$ cat config.mk
export PLATFORM = sky130hd
export DESIGN_NAME = triangle_wave_gen_flat
export DESIGN_NICKNAME = d
export VERILOG_FILES = /design/src/rtl/hc_pkg.sv /design/src/rtl/triangle_wave_gen_if.sv /design/src/rtl/tri_step_clamp.sv /design/src/rtl/triangle_wave_gen.sv /design/src/flat_wrapper.sv
export SDC_FILE = /design/constraint.sdc
export NUM_CORES = 1
export LEC_CHECK = 0
export ABC_CLOCK_PERIOD_IN_PS = 14750
export BUFFER_PORTS_ARGS = -buffer_cell sky130_fd_sc_hd__buf_2
export CAP_MARGIN = 20
export CORE_UTILIZATION = 25
export CTS_CLUSTER_SIZE = 40
export DETAILED_ROUTE_END_ITERATION = 8
export PLACE_DENSITY = 0.42
export SYNTH_ARGS = -nofsm -noshare
export SYNTH_HDL_FRONTEND = slang
export SYNTH_HIERARCHICAL = 1
export SYNTH_SLANG_ARGS = --single-unit
$ cat constraint.sdc
create_clock -name i_clock -period 14.75 [get_ports i_clock]
set_input_delay 2.95 -clock i_clock [delete_from_list [all_inputs] [get_ports i_clock]]
set_output_delay 2.95 -clock i_clock [all_outputs]
set_load 0.05 [all_outputs]
$ cat src/rtl/hc_pkg.sv
// Shared definitions for the triangle-wave source: default sample width,
// dwell counter width, FSM state encoding and signed saturation limits.
package hc_pkg;

  localparam int DATA_W_DEFAULT = 32;
  localparam int DWELL_W        = 16;

  // Largest legal magnitude; the most negative sample ever produced is SAT_MIN.
  localparam logic signed [DATA_W_DEFAULT-1:0] SAT_MAX = {1'b0, {(DATA_W_DEFAULT-1){1'b1}}};
  localparam logic signed [DATA_W_DEFAULT-1:0] SAT_MIN = -SAT_MAX;

  // HOLD_HI/HOLD_LO are only reachable when TRIWAVE_DWELL_EN is defined.
  typedef enum logic [2:0] {
    IDLE    = 3'd0,
    RISE    = 3'd1,
    FALL    = 3'd2,
    HOLD_HI = 3'd3,
    HOLD_LO = 3'd4
  } tri_state_t;

endpackage

$ cat src/rtl/triangle_wave_gen_if.sv
// Control/sample bundle of the triangle-wave source.
// Optional i_dwell signal exists only when TRIWAVE_DWELL_EN is defined.
//
// Load handshake: an update is transferred on a rising clock edge where
// i_load && o_ready.  o_ready drops the cycle after a transfer and returns
// the cycle after the staged update becomes active.  i_load while o_ready
// is low is dropped, not queued.
interface triangle_wave_gen_if
  import hc_pkg::*;
#(
  parameter int DATA_W = DATA_W_DEFAULT
);

  logic                     i_enable;
  logic                     i_load;
  logic signed [DATA_W-1:0] i_amplitude;
  logic signed [DATA_W-1:0] i_step;
`ifdef TRIWAVE_DWELL_EN
  logic [DWELL_W-1:0]       i_dwell;
`endif
  logic                     o_ready;
  logic signed [DATA_W-1:0] o_data;
  logic                     o_peak_event;
  logic                     o_peak_positive;

  modport master (
    output i_enable, i_load, i_amplitude, i_step,
`ifdef TRIWAVE_DWELL_EN
    output i_dwell,
`endif
    input  o_ready, o_data, o_peak_event, o_peak_positive
  );

  modport slave (
    input  i_enable, i_load, i_amplitude, i_step,
`ifdef TRIWAVE_DWELL_EN
    input  i_dwell,
`endif
    output o_ready, o_data, o_peak_event, o_peak_positive
  );

endinterface

$ cat src/rtl/tri_step_clamp.sv
// One step of the triangle: add or subtract the step in DATA_W+1 bits so
// nothing wraps, then clamp to +amp (rising) or -amp (falling) and flag it.
module tri_step_clamp #(
  parameter int DATA_W = 32
) (
  input  logic signed [DATA_W-1:0] cur,
  input  logic signed [DATA_W-1:0] step,
  input  logic signed [DATA_W-1:0] amp,
  input  logic                     up,
  output logic signed [DATA_W-1:0] next_data,
  output logic                     hit
);

  logic signed [DATA_W:0] cur_x;
  logic signed [DATA_W:0] step_x;
  logic signed [DATA_W:0] amp_x;
  logic signed [DATA_W:0] sum;

  // Widened step and peak compare; step and amp are already non-negative.
  always_comb begin
    cur_x     = {cur[DATA_W-1], cur};
    step_x    = {1'b0, step};
    amp_x     = {1'b0, amp};
    sum       = up ? (cur_x + step_x) : (cur_x - step_x);
    hit       = up ? (sum >= amp_x) : (sum <= -amp_x);
    next_data = hit ? (up ? amp : -amp) : sum[DATA_W-1:0];
  end

endmodule

$ cat src/rtl/triangle_wave_gen.sv
// Programmable symmetric triangle-wave source.  Staged amplitude/step
// updates take effect only at an upward zero crossing (or when leaving
// IDLE) so every period stays symmetric.
// Optional feature macro: TRIWAVE_DWELL_EN (hold at each peak for i_dwell cycles).
module triangle_wave_gen
  import hc_pkg::*;
#(
  parameter int DATA_W = DATA_W_DEFAULT
) (
  input  logic               i_clock,
  input  logic               i_RESET,
  triangle_wave_gen_if.slave bus,
  output tri_state_t         o_state
);

  tri_state_t               state_q;
  logic signed [DATA_W-1:0] data_q;
  logic                     peak_event_q;
  logic                     peak_pos_q;
  logic signed [DATA_W-1:0] amp_q;
  logic signed [DATA_W-1:0] step_q;
  logic signed [DATA_W-1:0] sh_amp_q;
  logic signed [DATA_W-1:0] sh_step_q;
  logic                     pending_q;
`ifdef TRIWAVE_DWELL_EN
  logic [DWELL_W-1:0]       dwell_q;
  logic                     in_hold;
`endif

  logic                     up;
  logic signed [DATA_W-1:0] nxt_data;
  logic                     hit;
  logic                     apply_now;
  logic signed [DATA_W-1:0] ld_amp;
  logic signed [DATA_W-1:0] ld_step;

  // Direction of the next computed sample; a hold phase resumes the opposite slope.
  always_comb begin
    up        = (state_q == RISE) || (state_q == HOLD_LO);
    ld_amp    = bus.i_amplitude[DATA_W-1] ? '0 : bus.i_amplitude;
    ld_step   = bus.i_step[DATA_W-1] ? '0 : bus.i_step;
    apply_now = pending_q && up && data_q[DATA_W-1] && !nxt_data[DATA_W-1];
`ifdef TRIWAVE_DWELL_EN
    in_hold   = (state_q == HOLD_HI) || (state_q == HOLD_LO);
`endif
  end

  tri_step_clamp #(.DATA_W(DATA_W)) u_step_clamp (
    .cur       (data_q),
    .step      (step_q),
    .amp       (amp_q),
    .up        (up),
    .next_data (nxt_data),
    .hit       (hit)
  );

  // Waveform FSM, load handshake and staged-update application.
  always_ff @(posedge i_clock or negedge i_RESET) begin
    if (!i_RESET) begin
      state_q      <= IDLE;
      data_q       <= '0;
      peak_event_q <= 1'b0;
      peak_pos_q   <= 1'b0;
      amp_q        <= '0;
      step_q       <= '0;
      sh_amp_q     <= '0;
      sh_step_q    <= '0;
      pending_q    <= 1'b0;
`ifdef TRIWAVE_DWELL_EN
      dwell_q      <= '0;
`endif
    end else begin
      peak_event_q <= 1'b0;
      // Capture and apply are mutually exclusive: one needs pending_q low, the other high.
      if (bus.i_load && !pending_q) begin
        sh_amp_q  <= ld_amp;
        sh_step_q <= ld_step;
        pending_q <= 1'b1;
      end
      if (bus.i_enable) begin
        if (state_q == IDLE) begin
          state_q <= RISE;
          data_q  <= '0;
          if (pending_q) begin
            amp_q     <= sh_amp_q;
            step_q    <= sh_step_q;
            pending_q <= 1'b0;
          end
        end
`ifdef TRIWAVE_DWELL_EN
        else if (in_hold && (dwell_q > DWELL_W'(1))) begin
          dwell_q <= dwell_q - DWELL_W'(1);
        end
`endif
        else begin
          data_q <= nxt_data;
          if (hit) begin
            peak_event_q <= 1'b1;
            peak_pos_q   <= up;
`ifdef TRIWAVE_DWELL_EN
            state_q      <= up ? HOLD_HI : HOLD_LO;
            dwell_q      <= bus.i_dwell;
`else
            state_q      <= up ? FALL : RISE;
`endif
          end else begin
            state_q <= up ? RISE : FALL;
          end
          // The sample on this edge already used the old step and amp.
          if (apply_now) begin
            amp_q     <= sh_amp_q;
            step_q    <= sh_step_q;
            pending_q <= 1'b0;
          end
        end
      end
    end
  end

  assign bus.o_data          = data_q;
  assign bus.o_peak_event    = peak_event_q;
  assign bus.o_peak_positive = peak_pos_q;
  assign bus.o_ready         = ~pending_q;
  assign o_state             = state_q;

endmodule
$ cat src/flat_wrapper.sv
// flat-port wrapper written by rule: the top's interface ports become plain ports
module triangle_wave_gen_flat import hc_pkg::*;
#(
  parameter int DATA_W = DATA_W_DEFAULT
)
  (i_clock, i_RESET, o_state, bus_i_enable, bus_i_load, bus_i_amplitude, bus_i_step, bus_o_ready, bus_o_data, bus_o_peak_event, bus_o_peak_positive);
  triangle_wave_gen_if #(.DATA_W(DATA_W)) bus_i ();
  input  logic i_clock;
  input  logic i_RESET;
  output tri_state_t o_state;
  input wire logic [$bits(bus_i.i_enable)-1:0] bus_i_enable;
  input wire logic [$bits(bus_i.i_load)-1:0] bus_i_load;
  input wire logic [$bits(bus_i.i_amplitude)-1:0] bus_i_amplitude;
  input wire logic [$bits(bus_i.i_step)-1:0] bus_i_step;
  output wire logic [$bits(bus_i.o_ready)-1:0] bus_o_ready;
  output wire logic [$bits(bus_i.o_data)-1:0] bus_o_data;
  output wire logic [$bits(bus_i.o_peak_event)-1:0] bus_o_peak_event;
  output wire logic [$bits(bus_i.o_peak_positive)-1:0] bus_o_peak_positive;
  assign bus_i.i_enable = bus_i_enable;
  assign bus_i.i_load = bus_i_load;
  assign bus_i.i_amplitude = bus_i_amplitude;
  assign bus_i.i_step = bus_i_step;
  assign bus_o_ready = bus_i.o_ready;
  assign bus_o_data = bus_i.o_data;
  assign bus_o_peak_event = bus_i.o_peak_event;
  assign bus_o_peak_positive = bus_i.o_peak_positive;
  triangle_wave_gen #(.DATA_W(DATA_W)) u_core (.i_clock(i_clock), .i_RESET(i_RESET), .bus(bus_i), .o_state(o_state));
endmodule
# After elaboration in Yosys (flattened, before gate mapping)
# Cells that the tools add are included.
dict set report word_totals {
  regBits 166
  in_bits 68
  output_inout_bits 38
  wordCells 56
}
dict set report classes {
  addsub 4
  magnitude_cmp 2
  eq_ne 3
  mux 25
  n_bitwise 2
  reduce_logical 11
}
# cell count
set ops {}
lappend ops {{2-to-1 mux 32 bit} 9}
lappend ops {{2-to-1 mux 31 bit} 2}
lappend ops {{adder 32 x 33 -> 33 bit} 1}
lappend ops {{>= comparator 33 bit} 1}
lappend ops {{<= comparator 33 bit} 1}
lappend ops {{2-to-1 mux 33 bit} 1}
lappend ops {{negation 32 -> 33 bit} 1}
lappend ops {{subtractor 32 x 33 -> 33 bit} 1}
lappend ops {{negation 32 bit} 1}
lappend ops {{2-to-1 mux 1 bit} 9}
lappend ops {{2-to-1 mux 3 bit} 2}
lappend ops {{AND reduction 3 bit} 2}
lappend ops {{logical AND 1 bit} 4}
lappend ops {{2-to-1 mux 2 bit} 2}
lappend ops {{== test 3 x 1 -> 1 bit, second input constant} 1}
lappend ops {{== test 3 bit, second input constant} 1}
lappend ops {{zero test 3 bit} 1}
lappend ops {{zero test 1 bit} 2}
lappend ops {{inequality test 2 x 1 -> 1 bit, second input constant} 1}
lappend ops {{inverter 1 bit} 2}
lappend ops {{nonzero test 2 bit} 1}
lappend ops {{logical OR 1 bit} 1}

# Logic depth before layout (Yosys ltp)
# Gate-level depths: netlist (run 1).
dict set report depth {
  ltp_word 11
  mapped_depth 34
  ltp_nobuf 33
}

# Hierarchy
# Netlist (run 1), hierarchy kept.
# mod instances cells_per_inst area_each_um2 seq_area_each_um2
set by_module_without_submodules {}
lappend by_module_without_submodules {triangle_wave_gen 1 556 6371.1 4028.9}
lappend by_module_without_submodules {tri_step_clamp 1 762 5495.3 0.0}

# Worst setup path before layout (run 1)
# Ideal clock, no wire load.
dict set report synth_path {
  path_type {register to register}
  startpoint {register u_core.state_q[0], in the netlist u_core/o_state[0]}
  endpoint {register u_core.step_q[1]}
  setup_ps 125
  arrival_ps 7574
  required_ps 14625
  slack_ps 7052
  path_stages_with_launch 31
  path_buffers 4
  period_less_slack_ps 7698
  cell_sequence {dfrtp_1 -> nor2b_1 -> clkbuf_1 -> clkbuf_1 -> buf_1 -> a21oi_1 -> xor2_1 -> ha_1 -> and3_1 -> a221oi_1 -> o211ai_1 -> a211oi_1 -> o22ai_1 -> o41a_1 -> a31o_2 -> o21ai_0 -> nor2b_1 -> xnor2_1 -> ha_1 -> nand3_1 -> nor2_1 -> nand4_1 -> or4_1 -> o211a_1 -> a2111oi_4 -> inv_2 -> mux2_2 -> nand2b_4 -> a211oi_4 -> buf_6 -> mux2_2}
}
dict set report synth_between {
  elab_chain_cells 10
  elab_cells_between_ends 18
  classes_between {order compare (2); eq/ne (3); mux (5); reduce/logical (8)}
}
# element line_no
set synth_lines {}
lappend synth_lines {{from (decl)} triangle_wave_gen.sv:16} ;# tri_state_t state_q;
lappend synth_lines {{from (signal assigned)} triangle_wave_gen.sv:104} ;# state_q <= up ? FALL : RISE;
lappend synth_lines {{from (signal assigned)} triangle_wave_gen.sv:107} ;# state_q <= up ? RISE : FALL;
lappend synth_lines {{== test 3 x 1 -> 1 bit / == test 3 bit (equally long branches)} triangle_wave_gen.sv:39} ;# up = (state_q == RISE) || (state_q == HOLD_LO);
lappend synth_lines {{logical OR 1 bit *} triangle_wave_gen.sv:39}
lappend synth_lines {{via u_core.up} triangle_wave_gen.sv:30} ;# logic up;
lappend synth_lines {{2-to-1 mux 33 bit} tri_step_clamp.sv:24} ;# sum = up ? (cur_x + step_x) : (cur_x - step_x);
lappend synth_lines {{<= comparator 33 bit / >= comparator 33 bit (equally long branches)} tri_step_clamp.sv:25} ;# hit = up ? (sum >= amp_x) : (sum <= -amp_x);
lappend synth_lines {{2-to-1 mux 1 bit} tri_step_clamp.sv:25}
lappend synth_lines {{2-to-1 mux 32 bit *} tri_step_clamp.sv:26} ;# next_data = hit ? (up ? amp : -amp) : sum[DATA_W-1:0];
lappend synth_lines {{via u_core.nxt_data[31]} triangle_wave_gen.sv:31} ;# logic signed [DATA_W-1:0] nxt_data;
lappend synth_lines {{zero test 1 bit *} triangle_wave_gen.sv:42} ;# apply_now = pending_q && up && data_q[DATA_W-1] && !nxt_data[DATA_W-1];
lappend synth_lines {{logical AND 1 bit *} triangle_wave_gen.sv:42}
lappend synth_lines {{nonzero test 2 bit (no source line) *} n/a}
lappend synth_lines {{AND reduction 3 bit (no source line) *} n/a}
lappend synth_lines {{to (signal assigned)} triangle_wave_gen.sv:86} ;# step_q <= sh_step_q;
lappend synth_lines {{to (signal assigned)} triangle_wave_gen.sv:112} ;# step_q <= sh_step_q;
lappend synth_lines {{to (decl)} triangle_wave_gen.sv:21} ;# logic signed [DATA_W-1:0] step_q;
# The timed path passes the listed nets; every way through them passes the cells marked *.
# A chain may end at the register's enable or synchronous reset.

# Worst setup path after layout (run 1)
dict set report layout_path {
  startpoint {register u_core.step_q[3]}
  endpoint {register u_core.amp_q[8]}
}
dict set report layout_between {
  elab_chain_cells 9
  elab_cells_between_ends 11
  classes_between {add/sub (2); order compare (2); mux (3); reduce/logical (4)}
}
# element line_no
set layout_lines {}
lappend layout_lines {{subtractor 32 x 33 -> 33 bit / adder 32 x 33 -> 33 bit (equally long branches)} tri_step_clamp.sv:24}
lappend layout_lines {{2-to-1 mux 33 bit *} tri_step_clamp.sv:24}
lappend layout_lines {{<= comparator 33 bit / >= comparator 33 bit (equally long branches)} tri_step_clamp.sv:25}
lappend layout_lines {{2-to-1 mux 1 bit *} tri_step_clamp.sv:25}
lappend layout_lines {{via u_core.hit} triangle_wave_gen.sv:32} ;# logic hit;
lappend layout_lines {{2-to-1 mux 32 bit *} tri_step_clamp.sv:26}
lappend layout_lines {{via u_core.nxt_data[31]} triangle_wave_gen.sv:31}
lappend layout_lines {{zero test 1 bit *} triangle_wave_gen.sv:42}
lappend layout_lines {{logical AND 1 bit *} triangle_wave_gen.sv:42}
lappend layout_lines {{nonzero test 2 bit (no source line) *} n/a}
lappend layout_lines {{AND reduction 3 bit (no source line) *} n/a}
lappend layout_lines {{to (signal assigned)} triangle_wave_gen.sv:85} ;# amp_q <= sh_amp_q;
lappend layout_lines {{to (signal assigned)} triangle_wave_gen.sv:111} ;# amp_q <= sh_amp_q;
lappend layout_lines {{to (decl)} triangle_wave_gen.sv:20} ;# logic signed [DATA_W-1:0] amp_q;
# Marked as above.

==> results of run 1 <==
-- layout make-up --
type                       count  area, µm²
clock buffer                  20        437
clock inverter                12        158
fill                        5081      33100
inverter                      97        364
multi-input combinational   1015       7240
sequential                   161       4030
tap                          607        759
timing repair buffer         112        607
-- metrics by stage --
step / std cells / utilization, % / instance area, µm² / worst slack (ns)
finish: 2024 / 29.1 / 13600 / 5.41
global route: 2024 / 29.1 / 13600 / 4.80
CTS: 2024 / 29.1 / 13600 / 5.45
detailed placement: 1992 / 27.9 / 13000 / 5.52
global placement: 1991 / 27.8 / 13000 / 5.61
floorplan: 1322 / - / 11900 / 7.05
-- worst max-delay path by stage --
stage	from	to	slack [ns]
finish	u_core/step_q[3]	u_core/amp_q[8]	5.41
global route	u_core/step_q[3]	u_core/step_q[6]	4.80
CTS	u_core/step_q[3]	u_core/amp_q[8]	5.45
detailed placement	u_core/step_q[2]	u_core/step_q[18]	5.52
global placement	u_core/step_q[3]	u_core/step_q[2]	5.61
floorplan	u_core/o_state[0]	u_core/step_q[1]	7.05
-- routing by layer --
layer  track usage (%)  up-vias  share of wire (%)
met2              25.0      127                 49
met4              3.17        0                1.1
met5                 0        -                  0
met3              2.83       20                3.2
li1                  -     4715                  -
met1              19.0     4517                 47
-- registers in the layout, summed over array words and instances (netlist names) --
signal                      count
u_core/bus.o_data              32
u_core/amp_q                   31
u_core/sh_amp_q                31
u_core/sh_step_q               31
u_core/step_q                  31
u_core/o_state                  2
u_core/bus.o_peak_event         1
u_core/bus.o_peak_positive      1
u_core/pending_q                1
-- synth_stat cells (5+ instances only) --
cell type,count
a211oi_1,9
a21o_1,19
a21oi_1,68
a31oi_1,11
and2_1,5
and4_1,6
buf_2,7
buf_6,9
clkbuf_1,29
dfrtp_1,161
ha_1,92
inv_1,96
mux2_1,5
mux2_2,63
mux2_4,24
mux2i_1,10
nand2_1,141
nand2b_1,72
nand3_1,16
nand4_1,12
nor2_1,84
nor2b_1,12
nor3_1,25
nor4_1,11
o21a_1,10
o21ai_0,122
o21bai_1,5
or3_1,9
or4_1,6
xnor2_1,82
xor2_1,32
-- worst min-delay path: stages (launching register included) --
cell     delay [ns]
dfrtp_1        0.34
nand2_1        0.04
o21ai_0        0.06
-- kinds of logic after synthesis --
| family | after synthesis |
|---|---|
| other | 1 |
| DFF | 161 |
| AOI/OAI and AO/OA | 284 |
| buffers and inverters | 146 |
| and+or+nand+nor | 416 |
| adders and majority gates | 93 |
| muxes | 102 |
| xor gates and xnor gates | 115 |
==> impl_metrics.py, run 1 <==
metrics = {
    "setup_path": {
        "rrSetupSlack_ns": 5.41,
        "arrival_ns": 9.66,
        "crit_path_max_fanout": 63,
        "endpoint_kind": "flop",
        "slowest_stage": "buf_4",
        "worstSetupStartpointType": "flop",
        "path_buf_inv": 4,
        "crit_top_cell": "nor2_1",
        "r2r_cells": 28,
        "rr_startpoint": "u_core/step_q[3]",
        "crit_type": "reg2reg",
        "r2r-end": "u_core/amp_q[8]",
        "crit_required_ns": 15.08,
        "critical_path.top_delay_family": "simple AND/OR/NAND/NOR gates",
        "critPathMaxStageDelay_ns": 0.70,
        "path_depth": 28,
    },
    "grt": {
        "grt_first_pass_wirelength_um": 54100,
        "overflow": 0,
        "grt_start_max_net_pins": 67,
        "antenna_found_initial": 0,
        "first_global_vias": 9587,
        "grt_use_total_pct": 14.6,
    },
    "sta": {
        "relSlewSlack_pct": 42.0,
        "grt_setup_unrepaired": "false",
        "hold_violations": 0,
        "slew_viol_final": 0,
        "fin_tns_setup_ns": 0,
        "period_share_pct": 63.3,
        "finClkSkew_ns": 0.0105,
        "post-route-min-period_ns": 9.34,
        "fin_hold_ws_ns": 0.478,
        "setup_viol": 0,
        "fmax_ghz": 0.107,
        "tightest_slew_ns": 0.870,
    },
    "die": {
        "die_width_um": 220,
        "die_area_um2": 48300,
        "core_um2": 46700,
        "num_rows": 79,
        "die_h_um": 220,
        "ios": 106,
        "start_util_pct": 25.4,
    },
    "routing": {
        "drt_iter0_markers": 589,
        "wl_um": 34000,
        "vias_per_cell": 4.63,
        "wl_per_cell_um": 16.8,
        "vias": 9379,
        "dr.pass1.iters": 6,
        "drc": 12,
        "ant_nets": 0,
    },
    "yosys": {
        "yosysSeqAreaShare_pct": 34.0,
        "syn_area_um2": 11900,
        "ys_top_cells_by_area": "dfrtp_1, ha_1, xnor2_1, mux2_2, o21ai_0",
        "synthAdderAreaFrac_pct": 9.87,
        "ys_ff_latch": 161,
        "syn_avg_cell_area_um2": 9.00,
        "synth_compound_area_share_pct": 14.6,
        "synth.top_cell.area_share_pct": 34.0,
        "yosysWarnings": 6,
        "synthXorXnorAreaFrac_pct": 8.60,
        "synth_mux_area_share_pct": 10.3,
        "synth_top_family_by_area": "simple AND/OR/NAND/NOR gates",
        "yosys.area_share.simple_pct": 17.3,
        "synth_area_leader_cell": "dfrtp_1",
        "ys_types": 68,
        "synthArstFlopShare_pct": 100,
        "synth_top_flop_cell": "dfrtp_1",
        "synthCells": 1318,
        "synth-edff-count": 0,
    },
    "clock_tree": {
        "cts.path.max_buffers": 2,
        "cts_tree": "built",
        "clkLatencyLatePin_ns": 0.45,
        "clk_pin_slew_worst_paths_ns": 0.07,
        "root_buffer": "clkbuf_16",
        "post_cts_buffers": 0,
        "clock_sinks": 161,
        "numCtsBuffers": 17,
        "post_cts_resized": 0,
        "hold_buffers": 0,
        "cts-htree-levels": 4,
    },
    "finish": {
        "final_cell_mix": "dfrtp_1, nand2_1, o21ai_0, buf_2, inv_1",
        "diodes": 0,
        "num-nets-final": 1565,
        "final_common_cell": "dfrtp_1",
        "area_delta_synth_final_pct": 14.6,
        "drive_gt1_share_pct": 17.3,
    },
    "place": {
        "port_buffers": 104,
        "routabilityCongestion": 0.839,
        "dp_hpwl_um": 26800,
    },
    "hold_path": {
        "hp-start": "u_core/sh_step_q[3]",
        "hp-class": "reg2reg",
        "holdPathEnd": "u_core/sh_step_q[3]",
        "worstHoldPathCells": 2,
    },
    "flow_run": {
        "maxCapViolCount": 0,
    },
    "run_status": {
        "violations": "design-rule violations",
        "status": "finished, violations left",
    },
}
Power of run 1 is not shown: default switching activity piles up to over one toggle a cycle in this logic, so the estimate is an artifact.
==> run 2, diff against run 1 <==
--- a/config.mk
+++ b/config.mk
@@ -5,13 +5,13 @@
 export SDC_FILE = /design/constraint.sdc
 export NUM_CORES = 1
 export LEC_CHECK = 0
-export ABC_CLOCK_PERIOD_IN_PS = 14750
+export ABC_CLOCK_PERIOD_IN_PS = 8550
 export BUFFER_PORTS_ARGS = -buffer_cell sky130_fd_sc_hd__buf_2
 export CAP_MARGIN = 20
 export CORE_UTILIZATION = 25
 export CTS_CLUSTER_SIZE = 40
 export DETAILED_ROUTE_END_ITERATION = 8
-export PLACE_DENSITY = 0.42
+export PLACE_DENSITY = 0.44
 export SYNTH_ARGS = -nofsm -noshare
 export SYNTH_HDL_FRONTEND = slang
 export SYNTH_HIERARCHICAL = 1
==> constraint.sdc (replaced) <==
create_clock -name i_clock -period 8.55 [get_ports i_clock]
set_input_delay 1.71 -clock i_clock [delete_from_list [all_inputs] [get_ports i_clock]]
set_output_delay 1.71 -clock i_clock [all_outputs]
set_load 0.05 [all_outputs]
==> run 2 against run 1 <==
  * The flow still finishes with violations (design-rule violations)
  * Flip-flop and latch count unchanged
  * Hold slack worse by 0.0045 ns
  * Utilization about the same
  * Cell count up 0.25%
  * Critical path depth up 2
  * Fmax up 19%
  * Clock skew up 0.0015 ns
  * Sequential share of layout area about the same
  * Via count up 0.62%
  * Final area about the same
  * First-iteration DRC count down 24%
  * Register-to-register slack worse by 4.7 ns
  * Critical path type unchanged
  * Largest cell class unchanged
==> impl_metrics.py, run 2 (synthesized netlist as in run 1, its figures left out) <==
metrics = {
    "run_status": {
        "status": "finished, violations left",
        "violations": "design-rule violations",
    },
    "clock_tree": {
        "cts-htree-levels": 4,
        "cts.path.max_buffers": 2,
        "clock_sinks": 161,
        "post_cts_resized": 0,
        "cts_tree": "built",
        "clkLatencyLatePin_ns": 0.44,
        "post_cts_buffers": 0,
        "numCtsBuffers": 17,
        "clk_pin_slew_worst_paths_ns": 0.07,
        "root_buffer": "clkbuf_16",
        "hold_buffers": 0,
    },
    "sta": {
        "post-route-min-period_ns": 7.85,
        "hold_violations": 0,
        "grt_setup_unrepaired": "false",
        "fin_tns_setup_ns": 0,
        "relSlewSlack_pct": 37.9,
        "slew_viol_final": 0,
        "finClkSkew_ns": 0.0120,
        "period_share_pct": 91.9,
        "tightest_slew_ns": 0.920,
        "setup_viol": 0,
        "fmax_ghz": 0.127,
    },
    "die": {
        "ios": 106,
        "core_um2": 46700,
        "die_area_um2": 48300,
        "die_h_um": 220,
        "start_util_pct": 25.4,
        "die_width_um": 220,
        "num_rows": 79,
    },
    "finish": {
        "final_cell_mix": "dfrtp_1, nand2_1, o21ai_0, buf_2, inv_1",
        "final_util_pct": 29.1,
        "multi_input_area_um2": 7240,
        "diodes": 0,
        "largest_register_ffs": 32,
        "ff_latch_area_um2": 4030,
        "final_common_cell": "dfrtp_1",
        "num-nets-final": 1570,
        "fillers": 5036,
        "area_delta_synth_final_pct": 14.5,
        "drive_gt1_share_pct": 17.9,
    },
    "routing": {
        "wirelength_met1_um": 15900,
        "wl_um": 33900,
        "vias": 9437,
        "vias_per_cell": 4.65,
        "dr.pass1.iters": 6,
        "drt_iter0_markers": 450,
        "ant_nets": 0,
        "drc": 6,
        "dr_wl_met2_um": 16700,
        "wl_per_cell_um": 16.7,
        "route.met3.wl_um": 961,
        "top_layer": "met4",
    },
    "setup_path": {
        "path_buf_inv": 2,
        "r2r-end": "u_core/step_q[1]",
        "crit_path_max_fanout": 63,
        "crit_top_cell": "nor2_1",
        "rr_startpoint": "u_core/step_q[3]",
        "crit_type": "reg2reg",
        "slowest_stage": "or4_1",
        "critPathMaxStageDelay_ns": 0.50,
        "r2r_cells": 30,
        "worstSetupStartpointType": "flop",
        "endpoint_kind": "flop",
        "critical_path.top_delay_family": "compound AO/OA/AOI/OAI gates",
        "rrSetupSlack_ns": 0.70,
        "crit_required_ns": 8.87,
        "arrival_ns": 8.17,
    },
    "place": {
        "dp_hpwl_um": 26500,
        "routabilityCongestion": 0.859,
        "port_buffers": 104,
    },
    "hold_path": {
        "holdPathEnd": "u_core/sh_step_q[6]",
        "worstHoldPathCells": 2,
        "hp-start": "u_core/sh_step_q[6]",
        "hp-class": "reg2reg",
    },
    "grt": {
        "first_global_vias": 9455,
        "antenna_found_initial": 0,
        "overflow": 0,
        "grt_first_pass_wirelength_um": 53300,
        "grt_use_total_pct": 14.4,
        "grt_start_max_net_pins": 92,
    },
    "flow_run": {
        "maxCapViolCount": 0,
    },
}
-- run 2: worst min-delay path: cells and delay by family (launching register included) --
family	cells	cell delay [ns]
flops	1	0.34
compound gates	1	0.06
simple gates	1	0.04
-- run 2: layer usage --
| metal | vias up | GRT usage (%) |
|---|---|---|
| li1 | 4732 | - |
| met1 | 4569 | 18.9 |
| met2 | 122 | 24.9 |
| met3 | 14 | 2.14 |
| met4 | 0 | 2.90 |
| met5 | - | 0 |
-- run 2: how the worst max path moves through the flow --
stage                                 start                end  slack, ns  cells past startpoint
final                      u_core/step_q[3]   u_core/step_q[1]       0.70                     30
after global routing       u_core/step_q[7]   u_core/step_q[1]      0.005                     31
after CTS                  u_core/step_q[3]   u_core/step_q[1]       0.48                     30
after detailed placement   u_core/step_q[3]  u_core/step_q[17]       0.54                     30
after global placement     u_core/step_q[3]   u_core/step_q[2]       0.68                     30
after floorplan           u_core/o_state[0]   u_core/step_q[1]       0.85                     30
-- run 2: per-stage QoR --
step / worst slack [ns] / cells / hold slack, ns / area (µm²)
floorplan: 0.852 / 1322 / 0.444 / 11900
global placement: 0.679 / 1997 / 0.464 / 13000
detailed placement: 0.544 / 1997 / 0.466 / 13000
CTS: 0.476 / 2029 / 0.481 / 13600
global route: 0.00537 / 2029 / 0.493 / 13600
finish: 0.696 / 2029 / 0.474 / 13600
-- run 2: cell type report --
type,instances,share of cell area [%]
Clock inverter,13,0.746
Multi-Input combinational cell,1015,53.3
Timing Repair Buffer,117,4.69
Sequential cell,161,29.7
Clock buffer,19,3.33
Tap cell,607,5.59
Inverter,97,2.68
Power of run 2 is left out for the same reason.
